$ cat src/rtl/ex_issue_stage.sv
// rtl/ex_issue_stage.sv - ID/EX issue register with ALU control decode and operand forwarding
// Define EX_FWD_EN to build the EX/MEM and MEM/WB forwarding muxes; otherwise operands come straight from the register file.
module ex_issue_stage #(
   parameter int XLEN = 32,
   parameter int RAW  = 5
) (
   input  logic            clk,
   input  logic            rst_n,
   input  logic            flush,
   input  logic            in_valid,
   output logic            in_ready,
   input  logic [XLEN-1:0] in_rs1_data,
   input  logic [XLEN-1:0] in_rs2_data,
   input  logic [XLEN-1:0] in_imm,
   input  logic [RAW-1:0]  in_rs1_addr,
   input  logic [RAW-1:0]  in_rs2_addr,
   input  logic [RAW-1:0]  in_rd_addr,
   input  logic [1:0]      in_alu_op,
   input  logic [5:0]      in_funct,
   input  logic            in_alu_src,
   input  logic            in_reg_write,
   input  logic            ex_mem_reg_write,
   input  logic [RAW-1:0]  ex_mem_rd,
   input  logic [XLEN-1:0] ex_mem_result,
   input  logic            mem_wb_reg_write,
   input  logic [RAW-1:0]  mem_wb_rd,
   input  logic [XLEN-1:0] mem_wb_result,
   output logic            out_valid,
   input  logic            out_ready,
   output logic [XLEN-1:0] alu_a,
   output logic [XLEN-1:0] alu_b,
   output logic [3:0]      alu_ctrl,
   output logic [XLEN-1:0] out_store_data,
   output logic [RAW-1:0]  out_rd_addr,
   output logic            out_reg_write,
   output logic            illegal_op
);

   localparam logic [3:0] CTRL_AND = 4'b0000;
   localparam logic [3:0] CTRL_OR  = 4'b0001;
   localparam logic [3:0] CTRL_ADD = 4'b0010;
   localparam logic [3:0] CTRL_SUB = 4'b0110;
   localparam logic [3:0] CTRL_NOR = 4'b1100;
   localparam logic [3:0] CTRL_BAD = 4'b1111;

   logic            valid_q, valid_d;
   logic [XLEN-1:0] rs1_data_q, rs1_data_d;
   logic [XLEN-1:0] rs2_data_q, rs2_data_d;
   logic [XLEN-1:0] imm_q, imm_d;
   logic [RAW-1:0]  rs1_addr_q, rs1_addr_d;
   logic [RAW-1:0]  rs2_addr_q, rs2_addr_d;
   logic [RAW-1:0]  rd_addr_q, rd_addr_d;
   logic [3:0]      alu_ctrl_q, alu_ctrl_d;
   logic            alu_src_q, alu_src_d;
   logic            reg_write_q, reg_write_d;
   logic            illegal_q, illegal_d;

   logic            capture;
   logic [3:0]      dec_ctrl;
   logic            dec_illegal;
   logic [XLEN-1:0] fwd_a;
   logic [XLEN-1:0] fwd_b;

   assign in_ready = !valid_q || out_ready;
   assign capture  = in_valid && in_ready && !flush;

   always_comb begin
      dec_ctrl    = CTRL_BAD;
      dec_illegal = 1'b0;
      case (in_alu_op)
         2'b00: dec_ctrl = CTRL_ADD;
         2'b01: dec_ctrl = CTRL_SUB;
         2'b10: begin
            case (in_funct)
               6'b100000: dec_ctrl = CTRL_ADD;
               6'b100010: dec_ctrl = CTRL_SUB;
               6'b100100: dec_ctrl = CTRL_AND;
               6'b100101: dec_ctrl = CTRL_OR;
               6'b100111: dec_ctrl = CTRL_NOR;
               default:   dec_illegal = 1'b1;
            endcase
         end
         default: dec_illegal = 1'b1;
      endcase
   end

   // Payload only moves on capture; a flush clears valid/illegal but leaves the data stale.
   always_comb begin
      valid_d     = valid_q;
      rs1_data_d  = rs1_data_q;
      rs2_data_d  = rs2_data_q;
      imm_d       = imm_q;
      rs1_addr_d  = rs1_addr_q;
      rs2_addr_d  = rs2_addr_q;
      rd_addr_d   = rd_addr_q;
      alu_ctrl_d  = alu_ctrl_q;
      alu_src_d   = alu_src_q;
      reg_write_d = reg_write_q;
      illegal_d   = illegal_q;
      if (flush) begin
         valid_d   = 1'b0;
         illegal_d = 1'b0;
      end else if (capture) begin
         valid_d     = 1'b1;
         rs1_data_d  = in_rs1_data;
         rs2_data_d  = in_rs2_data;
         imm_d       = in_imm;
         rs1_addr_d  = in_rs1_addr;
         rs2_addr_d  = in_rs2_addr;
         rd_addr_d   = in_rd_addr;
         alu_ctrl_d  = dec_ctrl;
         alu_src_d   = in_alu_src;
         reg_write_d = in_reg_write;
         illegal_d   = dec_illegal;
      end else if (out_ready) begin
         valid_d = 1'b0;
      end
   end

   always_ff @(posedge clk or negedge rst_n) begin
      if (!rst_n) begin
         valid_q     <= 1'b0;
         rs1_data_q  <= '0;
         rs2_data_q  <= '0;
         imm_q       <= '0;
         rs1_addr_q  <= '0;
         rs2_addr_q  <= '0;
         rd_addr_q   <= '0;
         alu_ctrl_q  <= 4'b0000;
         alu_src_q   <= 1'b0;
         reg_write_q <= 1'b0;
         illegal_q   <= 1'b0;
      end else begin
         valid_q     <= valid_d;
         rs1_data_q  <= rs1_data_d;
         rs2_data_q  <= rs2_data_d;
         imm_q       <= imm_d;
         rs1_addr_q  <= rs1_addr_d;
         rs2_addr_q  <= rs2_addr_d;
         rd_addr_q   <= rd_addr_d;
         alu_ctrl_q  <= alu_ctrl_d;
         alu_src_q   <= alu_src_d;
         reg_write_q <= reg_write_d;
         illegal_q   <= illegal_d;
      end
   end

`ifdef EX_FWD_EN
   // EX/MEM is assigned last so it overrides MEM/WB; x0 is hard-wired and never forwarded.
   always_comb begin
      fwd_a = rs1_data_q;
      fwd_b = rs2_data_q;
      if (mem_wb_reg_write && mem_wb_rd == rs1_addr_q && rs1_addr_q != '0) fwd_a = mem_wb_result;
      if (ex_mem_reg_write && ex_mem_rd == rs1_addr_q && rs1_addr_q != '0) fwd_a = ex_mem_result;
      if (mem_wb_reg_write && mem_wb_rd == rs2_addr_q && rs2_addr_q != '0) fwd_b = mem_wb_result;
      if (ex_mem_reg_write && ex_mem_rd == rs2_addr_q && rs2_addr_q != '0) fwd_b = ex_mem_result;
   end
`else
   logic unused_fwd;
   assign unused_fwd = ^{ex_mem_reg_write, ex_mem_rd, ex_mem_result,
                         mem_wb_reg_write, mem_wb_rd, mem_wb_result,
                         rs1_addr_q, rs2_addr_q};
   assign fwd_a = rs1_data_q;
   assign fwd_b = rs2_data_q;
`endif

   assign out_valid      = valid_q;
   assign alu_a          = fwd_a;
   assign alu_b          = alu_src_q ? imm_q : fwd_b;
   assign alu_ctrl       = alu_ctrl_q;
   assign out_store_data = fwd_b;
   assign out_rd_addr    = rd_addr_q;
   assign out_reg_write  = valid_q && reg_write_q && !illegal_q;
   assign illegal_op     = illegal_q;

endmodule
$ cat config.mk
export PLATFORM = sky130hd
export DESIGN_NAME = ex_issue_stage
export DESIGN_NICKNAME = d
export VERILOG_FILES = /design/src/rtl/ex_issue_stage.sv
export SDC_FILE = /design/constraint.sdc
export NUM_CORES = 1
export LEC_CHECK = 0
export BUFFER_PORTS_ARGS = -buffer_cell sky130_fd_sc_hd__buf_2
export CAP_MARGIN = 20
export CORE_AREA = 2 2 120 122
export CTS_CLUSTER_DIAMETER = 120
export DETAILED_ROUTE_END_ITERATION = 10
export DIE_AREA = 0 0 122 124
export GPL_TIMING_DRIVEN = 0
export PLACE_DENSITY = 0.75
export SETUP_SLACK_MARGIN = 0.1
export SYNTH_ARGS = -nofsm -noshare
export SYNTH_HDL_FRONTEND = slang
export SYNTH_SLANG_ARGS = --single-unit
$ cat constraint.sdc
create_clock -name clk -period 2.5 [get_ports clk]
set_clock_uncertainty 0.1 [all_clocks]
set_input_delay 0.5 -clock clk [delete_from_list [all_inputs] [get_ports clk]]
set_output_delay 0.5 -clock clk [all_outputs]
set_load 0.01 [all_outputs]
==> impl_metrics.csv, run 1 <==
group,metric,value,unit
run_status,status,"complete, no violations",
cts,cts-root-buf,"clkbuf_16",
synthesis,ys.flop_type,"dfrtp_1",
worst_setup_path,endpoint,"alu_b[2]",
synthesis,synth_fp_nets,488,
synthesis,synth_top_cell_area_share,60.30,%
cts,cts_hold_buf,0,
sta,fin_ws,194.7,ps
synthesis,yosysWarnings,0,
finish,synthToLayoutAreaGrowth,37.45,%
worst_setup_path,critPathSlowestCell,"dfrtp_1",
power,p_per_area,791.2,mW/mm²
worst_setup_path,cp.required,1900,ps
global_route,antenna_found_initial,0,
finish,fin_nets,723,
sta,hold_ws,90.20,ps
power,seqPwrFrac,45.3,%
floorplanning,die_area,0.01513,mm²
worst_setup_path,crit_top_cell,"buf_2",
sta,min_period_over_period,92.21,%
global_route,grt_usage,14.45,%
cts,clock_latency,340,ps
finish,fin_util,45.32,%
power,worst_ir_drop_vdd,0.0003662,V
synthesis,synth_edf_count,0,
floorplanning,ioPinCount,311,
worst_setup_path,critPathArrivalTime,1710,ps
floorplanning,fp.dieH,124,µm
worst_setup_path,crit_fanout,10,
worst_setup_path,worst_r2r_endpoint,"out_store_data[15]$_DFFE_PN0P_",
sta,fin_crit,2305,ps
finish,layout-drive-gt1-share,71.48,%
sta,rsz0062_at_grt,"false",
floorplanning,rows,43,
power,swShare,27.24,%
worst_setup_path,path_buf_inv,2,
floorplanning,start_util,32.97,%
global_route,grt_overflow,0,
sta,timing.fmax,433.8,MHz
drt,drt_first_pass_iters,4,
sta,slew_viol_final,0,
power,p_comb_share,24.9,%
drt,antenna_violating_nets_post_route,0,
global_route,grt_max_degree,56,
cts,cts.sinks,109,
synthesis,syn_area_per_cell,15.81,µm²
sta,setup_viol,0,
sta,worst_pin_slew,722.0,ps
power,p_int,0.003579,W
worst_setup_path,cp.depth,3,
synthesis,synthCells,286,
placement,place_congestion,0.7742,
placement,port_buffers,224,
drt,wirelength,11010,µm
sta,hold_violations,0,
drt,routedWlPerCell,15.59,µm
drt,drt_iter0_markers,69,
cts,h-tree-depth,3,
worst_setup_path,cpPeakStageDelay,520,ps
synthesis,ys_seq_elements,109,
placement,placed_cells,691,
cts,cts.clk_slew.worst_paths,70,ps
synthesis,post-synth-top-count-cell,"mux2_2",
worst_setup_path,path_class,"flip-flop to primary output",
power,pwr-share-clk,29.8,%
cts,cts_tree,"done",
synthesis,yosysTopAreaCell,"dfrtp_1",
worst_setup_path,path_cells,"buf_2 > mux2_2 > buf_2",
synthesis,yosysUniqueCellTypes,25,
job,maxCapViolCount,0,
cts,clk_path_buf_depth,2,
drt,viasPerCell,4.633,
synthesis,yosysSeqAreaShare,60.30,%
worst_setup_path,reg2reg_slack,440,ps
worst_setup_path,end_kind,"primary output",
worst_setup_path,worst_r2r_path_depth,5,
power,p_leak,2.986,nW
synthesis,synthTopCellsByArea,"dfrtp_1 60%, mux2_2 30%, mux2_1 4.5%",
cts,numCtsBuffers,9,
drt,drc,0,
placement,dp_hpwl,8591,µm
global_route,grt_pass1_vias,3392,
finish,final_cell_count_no_fill,706,
floorplanning,core_area,0.01372,mm²
min_path,hold_class,"primary input to async pin",
drt,via_count,3271,
sta,tns,0,ps
synthesis,synth_area,0.004523,mm²
synthesis,synth_common_cells,"120 x mux2_2, 109 x dfrtp_1, 18 x mux2_1, 8 x buf_2, 4 x clkbuf_1",
worst_setup_path,crit_start,"alu_src_q$_DFFE_PN0P_",
power,p_switching,0.001340,W
global_route,grt_pass1_wl,16640,µm
worst_setup_path,rr_startpoint,"out_valid$_DFFE_PN0P_",
worst_setup_path,path_delay_family,"flip-flops",
finish,n_fill_cell,1262,
worst_setup_path,startpoint_type,"flip-flop",
floorplanning,die_x,122,µm
sta,slew-limit-headroom,51.86,%
placement,pre_cts_ws,74.83,ps
synthesis,synthArstFlopShare,100.0,%
finish,num_antenna_cells,0,
[metal layers]
metal | track usage [%] | routed length (µm) | up-vias | part of all wire (%)
li1 | - | - | 1500 | -
met1 | 17.56 | 4628 | 1602 | 42
met2 | 24.09 | 5310 | 156 | 48
met3 | 4.212 | 889 | 13 | 8.1
met4 | 6.034 | 181 | 0 | 1.6
met5 | 0 | 0 | - | 0
[worst register-to-register path, delay by kind of cell, from the launching register on]
family        cells  cell delay [ps]
flops             1              400
buf+inv           2              490
simple gates      2              620
mux               1              340
[cell type report]
class	instances	area [µm²]	share of cell area, %
Tap cell	180	225.2	3.622
Clock buffer	13	270.3	4.347
Sequential cell	109	2728	43.87
Inverter	3	11.26	0.1811
Buffer	14	90.09	1.449
Multi-Input combinational cell	159	1699	27.33
Timing Repair Buffer	225	1151	18.51
Clock inverter	3	42.54	0.6842
[per-stage QoR]
step                cell area [µm²]  power [W]
floorplan                      4523   0.002907
global placement               5869   0.003461
CTS                            6217   0.005008
detailed placement             5899   0.003509
global route                   6217   0.005200
finish                         6217   0.004919
[timing repair]
action,CTS,global route
resized for setup,5,1
pin swaps,0,0
endpoints found under the setup margin,29,5
cloned,0,0
buffers inserted,0,0
[registers in the layout, summed over array words and instances (netlist names)]
signal / flops
out_valid: 1
out_rd_addr: 5
reg_write_q: 1
alu_a: 32
alu_ctrl: 4
alu_src_q: 1
imm_q: 32
out_store_data: 32
illegal_op: 1
[power by group through the flow]
stage                     registers, W  clock network [W]  logic, W
final                          0.00223            0.00146   0.00123
after global routing           0.00227            0.00159   0.00134
after CTS                      0.00223            0.00152   0.00125
after detailed placement       0.00226                  0   0.00125
after global placement         0.00223                  0   0.00123
after floorplan                0.00232                  0  0.000582
[cell families (layout without fill, tap and decap cells)]
logic type             after synthesis  in the layout  share of synthesized area (%)
buffers and inverters               18            258                          2.130
multiplexers                       138            138                          34.36
AND/OR/NAND/NOR                     15             15                          2.241
AO/OA/AOI/OAI                        6              6                         0.9684
flip-flops                         109            109                          60.30
[how the worst min path moves through the flow]
stage	from	endpoint	slack, ps	depth (start not counted)
after floorplan	rst_n	alu_a[0]$_DFFE_PN0P_	100	0
after global placement	alu_a[0]$_DFFE_PN0P_	alu_a[0]$_DFFE_PN0P_	370	1
after detailed placement	alu_a[0]$_DFFE_PN0P_	alu_a[0]$_DFFE_PN0P_	380	1
after CTS	rst_n	alu_a[30]$_DFFE_PN0P_	120	1
after global routing	rst_n	alu_a[30]$_DFFE_PN0P_	150	1
final	rst_n	alu_a[30]$_DFFE_PN0P_	90	1
[cell usage in the layout (no fill, tap or decap), drive strengths merged]
cell,netlist,final
buf,11,237
clkinv,0,1
a41oi,1,1
nand4,1,1
and2b,1,1
nand3b,1,1
inv,3,3
o22a,1,1
nand2,3,3
a21oi,2,2
nand3,1,1
nor4b,2,2
a32o,1,1
nor3,1,1
a31oi,1,1
bufinv,0,1
or4,1,1
dfrtp,109,109
clkbuf,4,15
nor2b,1,1
nor2,1,1
nand2b,2,2
clkinvlp,0,1
mux2,138,138
(Power assumes the default switching activity.)
==> inputs of run 2 (changes only) <==
Settings changed: CORE_AREA 2 2 120 122 to unset, CORE_MARGIN set to 3, CORE_UTILIZATION set to 30, DIE_AREA 0 0 122 124 to unset, PLACE_DENSITY 0.75 to 0.7.
==> run 2 against run 1 <==
- cell count increased by 0.28%
- combinational power hardly changed
- flip-flop and latch count stayed put
- worst setup slack improved by 80 ps
- register-to-register slack better by 70 ps
- routed wire length is 1.4% higher
- first-iteration DRC count is 16% lower
- sequential power about the same
- clock-buffer cell count decreased by 3
- fmax grew 3.6%
- highest routed layer unchanged
==> impl_metrics.csv, run 2 (synthesis gave the netlist of run 1 again) <==
group,metric,value,unit
run_status,status,"complete, no violations",
cts,clk_path_buf_depth,2,
global_route,antenna_found_initial,0,
power,p_leak,2.974,nW
global_route,grt_pass1_wl,17560,µm
power,p_per_area,793.3,mW/mm²
drt,viasPerCell,4.596,
finish,fin_area,0.006217,mm²
drt,antenna_violating_nets_post_route,0,
cts,clock_latency,340,ps
job,maxCapViolCount,0,
global_route,grt_usage,13.54,%
min_path,hold_class,"primary input to async pin",
power,worst_ir_drop_vdd,0.0005456,V
drt,drt_first_pass_iters,4,
sta,hold_violations,0,
cts,cts-root-buf,"clkbuf_16",
sta,min_period_over_period,89.01,%
finish,fin_nets,723,
sta,slew_viol_final,0,
finish,final_cell_count_no_fill,708,
sta,tns,0,ps
power,p_int,0.003591,W
sta,timing.fmax,449.4,MHz
worst_setup_path,path_class,"flip-flop to primary output",
placement,pre_cts_ws,12.32,ps
global_route,grt_overflow,0,
power,pwr-share-clk,30.0,%
finish,layout-drive-gt1-share,71.56,%
power,p_comb_share,24.9,%
drt,wirelength,11160,µm
finish,num_antenna_cells,0,
placement,port_buffers,224,
sta,fin_ws,274.6,ps
cts,cts.sinks,109,
global_route,grt_pass1_vias,3409,
sta,setup_viol,0,
floorplanning,die_area,0.01659,mm²
sta,worst_pin_slew,673.6,ps
drt,routedWlPerCell,15.77,µm
sta,rsz0062_at_grt,"false",
sta,slew-limit-headroom,54.46,%
floorplanning,rows,44,
drt,via_count,3254,
floorplanning,die_x,128.8,µm
finish,layout_commonest_cell,"buf_2",
cts,h-tree-depth,3,
power,seqPwrFrac,45.1,%
worst_setup_path,startpoint_type,"flip-flop",
finish,synthToLayoutAreaGrowth,37.45,%
placement,place_congestion,0.7831,
drt,drt_iter0_markers,58,
cts,cts.clk_slew.worst_paths,70,ps
floorplanning,ioPinCount,311,
power,swShare,27.19,%
sta,fin_crit,2225,ps
placement,placed_cells,695,
placement,dp_hpwl,8591,µm
cts,cts_tree,"done",
floorplanning,core_area,0.01464,mm²
floorplanning,start_util,30.89,%
cts,numCtsBuffers,9,
worst_setup_path,crit_fanout,10,
finish,layout.cells.most_common_list,"231 x buf_2, 120 x mux2_2, 108 x dfrtp_1",
placement,place_area,0.005904,mm²
global_route,grt_max_degree,59,
cts,cts_hold_buf,0,
worst_setup_path,end_kind,"primary output",
power,p_switching,0.001341,W
floorplanning,fp.dieH,128.8,µm
drt,drc,0,
worst_setup_path,critPathArrivalTime,1630,ps
worst_setup_path,cp.required,1900,ps
cts,cts_setup_buffers,0,
power,power,0.004932,W
==> run 2: area by class of cell <==
| cell class | instances | area (µm²) |
|---|---|---|
| well taps | 184 | 230.2 |
| multi-input cells | 159 | 1699 |
| inverters | 3 | 11.26 |
| flip-flops and latches | 109 | 2729 |
| plain buffers | 14 | 92.59 |
| repair buffers | 225 | 1151 |
| clock buffers | 10 | 229.0 |
| clock inverters | 4 | 75.07 |
| fillers | 1381 | 8427 |
==> run 2: path summary, 6_finish.rpt <==
| path | startpoint | end | slack (ps) | depth (start not counted) |
|---|---|---|---|---|
| hold reg to reg | imm_q[12]$_DFFE_PN0P_ | imm_q[12]$_DFFE_PN0P_ | 400 | 1 |
| setup / recovery | alu_src_q$_DFFE_PN0P_ | alu_b[15] | 270 | 3 |
| setup reg to reg | out_valid$_DFFE_PN0P_ | out_store_data[17]$_DFFE_PN0P_ | 510 | 5 |
| min in group clk | in_rs2_data[21] | out_store_data[21]$_DFFE_PN0P_ | 270 | 2 |
| hold / removal | rst_n | imm_q[17]$_DFFE_PN0P_ | 80 | 1 |
| max in group asynchronous | rst_n | alu_src_q$_DFFE_PN0P_ | 1490 | 2 |
==> run 2: what timing repair did <==
item                       CTS  global route
resized for setup            6             1
pin swaps                    0             0
setup endpoints to repair   29             8
==> run 2: per-layer routing <==
metal  share of wire [%]  up-vias  global-route usage, %
met5                   0        -                      0
met4                0.73        0                  2.965
met3                 9.0        6                  5.355
met1                  41     1605                  16.73
li1                    -     1493                      -
met2                  49      150                  22.50
==> run 2: worst max-delay path, cell delays in order, from the launching register on <==
cell	delay (ps)
dfrtp_2	470
clkbuf_4	290
mux2_2	380
buf_2	150
==> run 2: power groups by stage <==
stage	registers [W]	clock network [W]	logic, W
2_1_floorplan	0.00232	0	0.000582
3_3_place_gp	0.00223	0	0.00123
3_5_place_dp	0.00225	0	0.00126
4_1_cts	0.00223	0.00154	0.00126
5_1_grt	0.00227	0.00161	0.00134
6_report	0.00222	0.00148	0.00123
==> run 2: stage by stage <==
stage               hold slack (ps)  util [%]
CTS                           101.5     42.45
floorplan                     104.4         -
detailed placement            376.7     40.32
global route                  125.8     42.46
global placement              368.7     40.11
finish                        84.37     42.46
==> inputs of run 3 (changes only) <==
Settings changed: GPL_TIMING_DRIVEN 0 to unset.
==> run 3 against run 2 <==
- total power grew 4.6%
- combinational power is essentially flat
- first-iteration DRC count grew 19%
- core utilization increased by 0.25 points
- sequential power about the same
- largest cell class unchanged
- worst hold slack better by 180 ps
==> impl_metrics.csv, run 3 (synthesis gave the netlist of run 1 again) <==
group,metric,value,unit
worst_setup_path,end_kind,"primary output",
finish,layout.cells.most_common_list,"223 x buf_2, 120 x mux2_2, 108 x dfrtp_1",
job,maxCapViolCount,0,
drt,met2_length,5107,µm
worst_setup_path,path_cells,"buf_12 > mux2_2 > buf_2",
worst_setup_path,crit_fanout,30,
run_status,status,"complete, no violations",
sta,hold_violations,0,
cts,cts.clk_slew.worst_paths,70,ps
power,swShare,25.80,%
placement,pre_cts_ws,511.9,ps
global_route,grt_usage,12.38,%
floorplanning,rows,44,
worst_setup_path,critPathArrivalTime,1540,ps
placement,place_congestion,0.7661,
drt,routedWlPerCell,14.80,µm
worst_setup_path,reg2reg_slack,710,ps
sta,fin_crit,2139,ps
finish,synthToLayoutAreaGrowth,38.26,%
drt,drt_first_pass_iters,4,
min_path,hp-start,"in_rs2_data[26]",
drt,wl_met3,850,µm
floorplanning,ioPinCount,311,
power,seqPwrFrac,43.1,%
placement,placed_cells,684,
floorplanning,start_util,30.89,%
worst_setup_path,path_class,"flip-flop to primary output",
finish,num_antenna_cells,0,
drt,drc,0,
power,p_comb_share,23.6,%
global_route,grt_pass1_wl,16380,µm
power,p_leak,2.971,nW
floorplanning,core_area,0.01464,mm²
drt,viasPerCell,4.530,
sta,fin_ws,360.8,ps
min_path,min_to,"out_store_data[26]$_DFFE_PN0P_",
min_path,hold_class,"primary input to flip-flop",
cts,cts.sinks,109,
worst_setup_path,crit_start,"alu_src_q$_DFFE_PN0P_",
drt,antenna_violating_nets_post_route,0,
sta,tns,0,ps
drt,met1_length,4151,µm
sta,worst_pin_slew,685.2,ps
cts,numCtsBuffers,9,
worst_setup_path,critPathSlowestCell,"dfrtp_2",
drt,routed.top_layer,"met4",
global_route,grt_max_degree,58,
global_route,grt_overflow,0,
power,p_int,0.003826,W
global_route,antenna_found_initial,0,
sta,timing.fmax,467.5,MHz
cts,cts-root-buf,"clkbuf_16",
cts,h-tree-depth,3,
floorplanning,fp.dieH,128.8,µm
cts,clk_path_buf_depth,2,
sta,min_period_over_period,85.57,%
worst_setup_path,worst_r2r_endpoint,"imm_q[14]$_DFFE_PN0P_",
finish,layout_commonest_cell,"buf_2",
min_path,hold_depth,2,
power,p_switching,0.001330,W
sta,slew_viol_final,0,
finish,n_fill_cell,1382,
sta,rsz0062_at_grt,"false",
drt,wirelength,10360,µm
power,worst_ir_drop_vdd,0.0003752,V
worst_setup_path,worst_r2r_path_depth,4,
cts,cts_resized,0,
worst_setup_path,cpPeakStageDelay,420,ps
worst_setup_path,cp.required,1900,ps
cts,clock_latency,340,ps
floorplanning,die_area,0.01659,mm²
worst_setup_path,rr_startpoint,"out_valid$_DFFE_PN0P_",
finish,layout-drive-gt1-share,70.93,%
cts,cts_tree,"done",
sta,slew-limit-headroom,53.68,%
power,p_per_area,824.6,mW/mm²
finish,fin_nets,714,
placement,dp_hpwl,7832,µm
floorplanning,die_x,128.8,µm
power,pwr-share-clk,33.3,%
drt,drt_iter0_markers,69,
worst_setup_path,startpoint_type,"flip-flop",
finish,final_cell_count_no_fill,700,
drt,via_count,3171,
placement,port_buffers,224,
global_route,grt_pass1_vias,3383,
sta,setup_viol,0,
==> run 3: cell types whose count changed in the layout (fill, tap and decap cells not counted) <==
cell | before | now
buf_6 | 2 | 0
clkbuf_8 | 0 | 1
dlygate4sd3_1 | 0 | 1
buf_2 | 231 | 223
clkbuf_4 | 3 | 0
bufinv_16 | 2 | 4
buf_16 | 1 | 0
clkinvlp_4 | 2 | 0
buf_12 | 0 | 4
==> run 3: stage by stage <==
stage / hold slack, ps / area, µm² / total power [W] / util, %
after floorplan: 104.4 / 4523 / 0.002907 / -
after global placement: 349.0 / 5881 / 0.003457 / 40.16
after detailed placement: 354.1 / 5881 / 0.003502 / 40.16
after CTS: 246.7 / 6254 / 0.005256 / 42.70
after global routing: 257.9 / 6254 / 0.005443 / 42.70
final: 268.0 / 6254 / 0.005157 / 42.70
==> run 3: power by group through the flow <==
stage	logic, W	registers [W]	clock network (W)
detailed placement	0.00124	0.00226	0
floorplan	0.000582	0.00232	0
global route	0.00132	0.00227	0.00185
finish	0.00122	0.00222	0.00172
global placement	0.00122	0.00224	0
CTS	0.00125	0.00223	0.00178
==> run 3: how the worst max path moves through the flow <==
stage | to | depth (start not counted)
2_1_floorplan | alu_b[10] | 3
3_3_place_gp | imm_q[0]$_DFFE_PN0P_ | 5
3_5_place_dp | imm_q[0]$_DFFE_PN0P_ | 5
4_1_cts | alu_b[27] | 3
5_1_grt | alu_b[27] | 3
6_report | alu_b[27] | 3
==> run 3: cell type report <==
cell class / instances / area, µm² / area share (%)
Clock buffer: 11 / 242.7 / 3.882
Sequential cell: 109 / 2729 / 43.64
Inverter: 3 / 11.26 / 0.1801
Clock inverter: 4 / 120.1 / 1.921
Timing Repair Buffer: 230 / 1221 / 19.53
Tap cell: 184 / 230.2 / 3.681
Multi-Input combinational cell: 159 / 1699 / 27.17
==> run 3: per-layer routing <==
metal  vias up  GRT usage [%]
met2       143          20.46
met3        17          3.778
met4         0          6.115
li1       1475              -
met1      1536          14.64
met5         -              0
==> run 3: what timing repair did <==
action,4_1_cts,5_1_grt
buffers inserted,0,0
hold endpoints to repair,29,0
hold buffers,1,0
==> run 3: critical path: cells and delay by family, from the launching register on <==
| family | cells | cell delay (ps) |
|---|---|---|
| muxes | 1 | 370 |
| buffers and inverters | 2 | 370 |
| DFF | 1 | 420 |
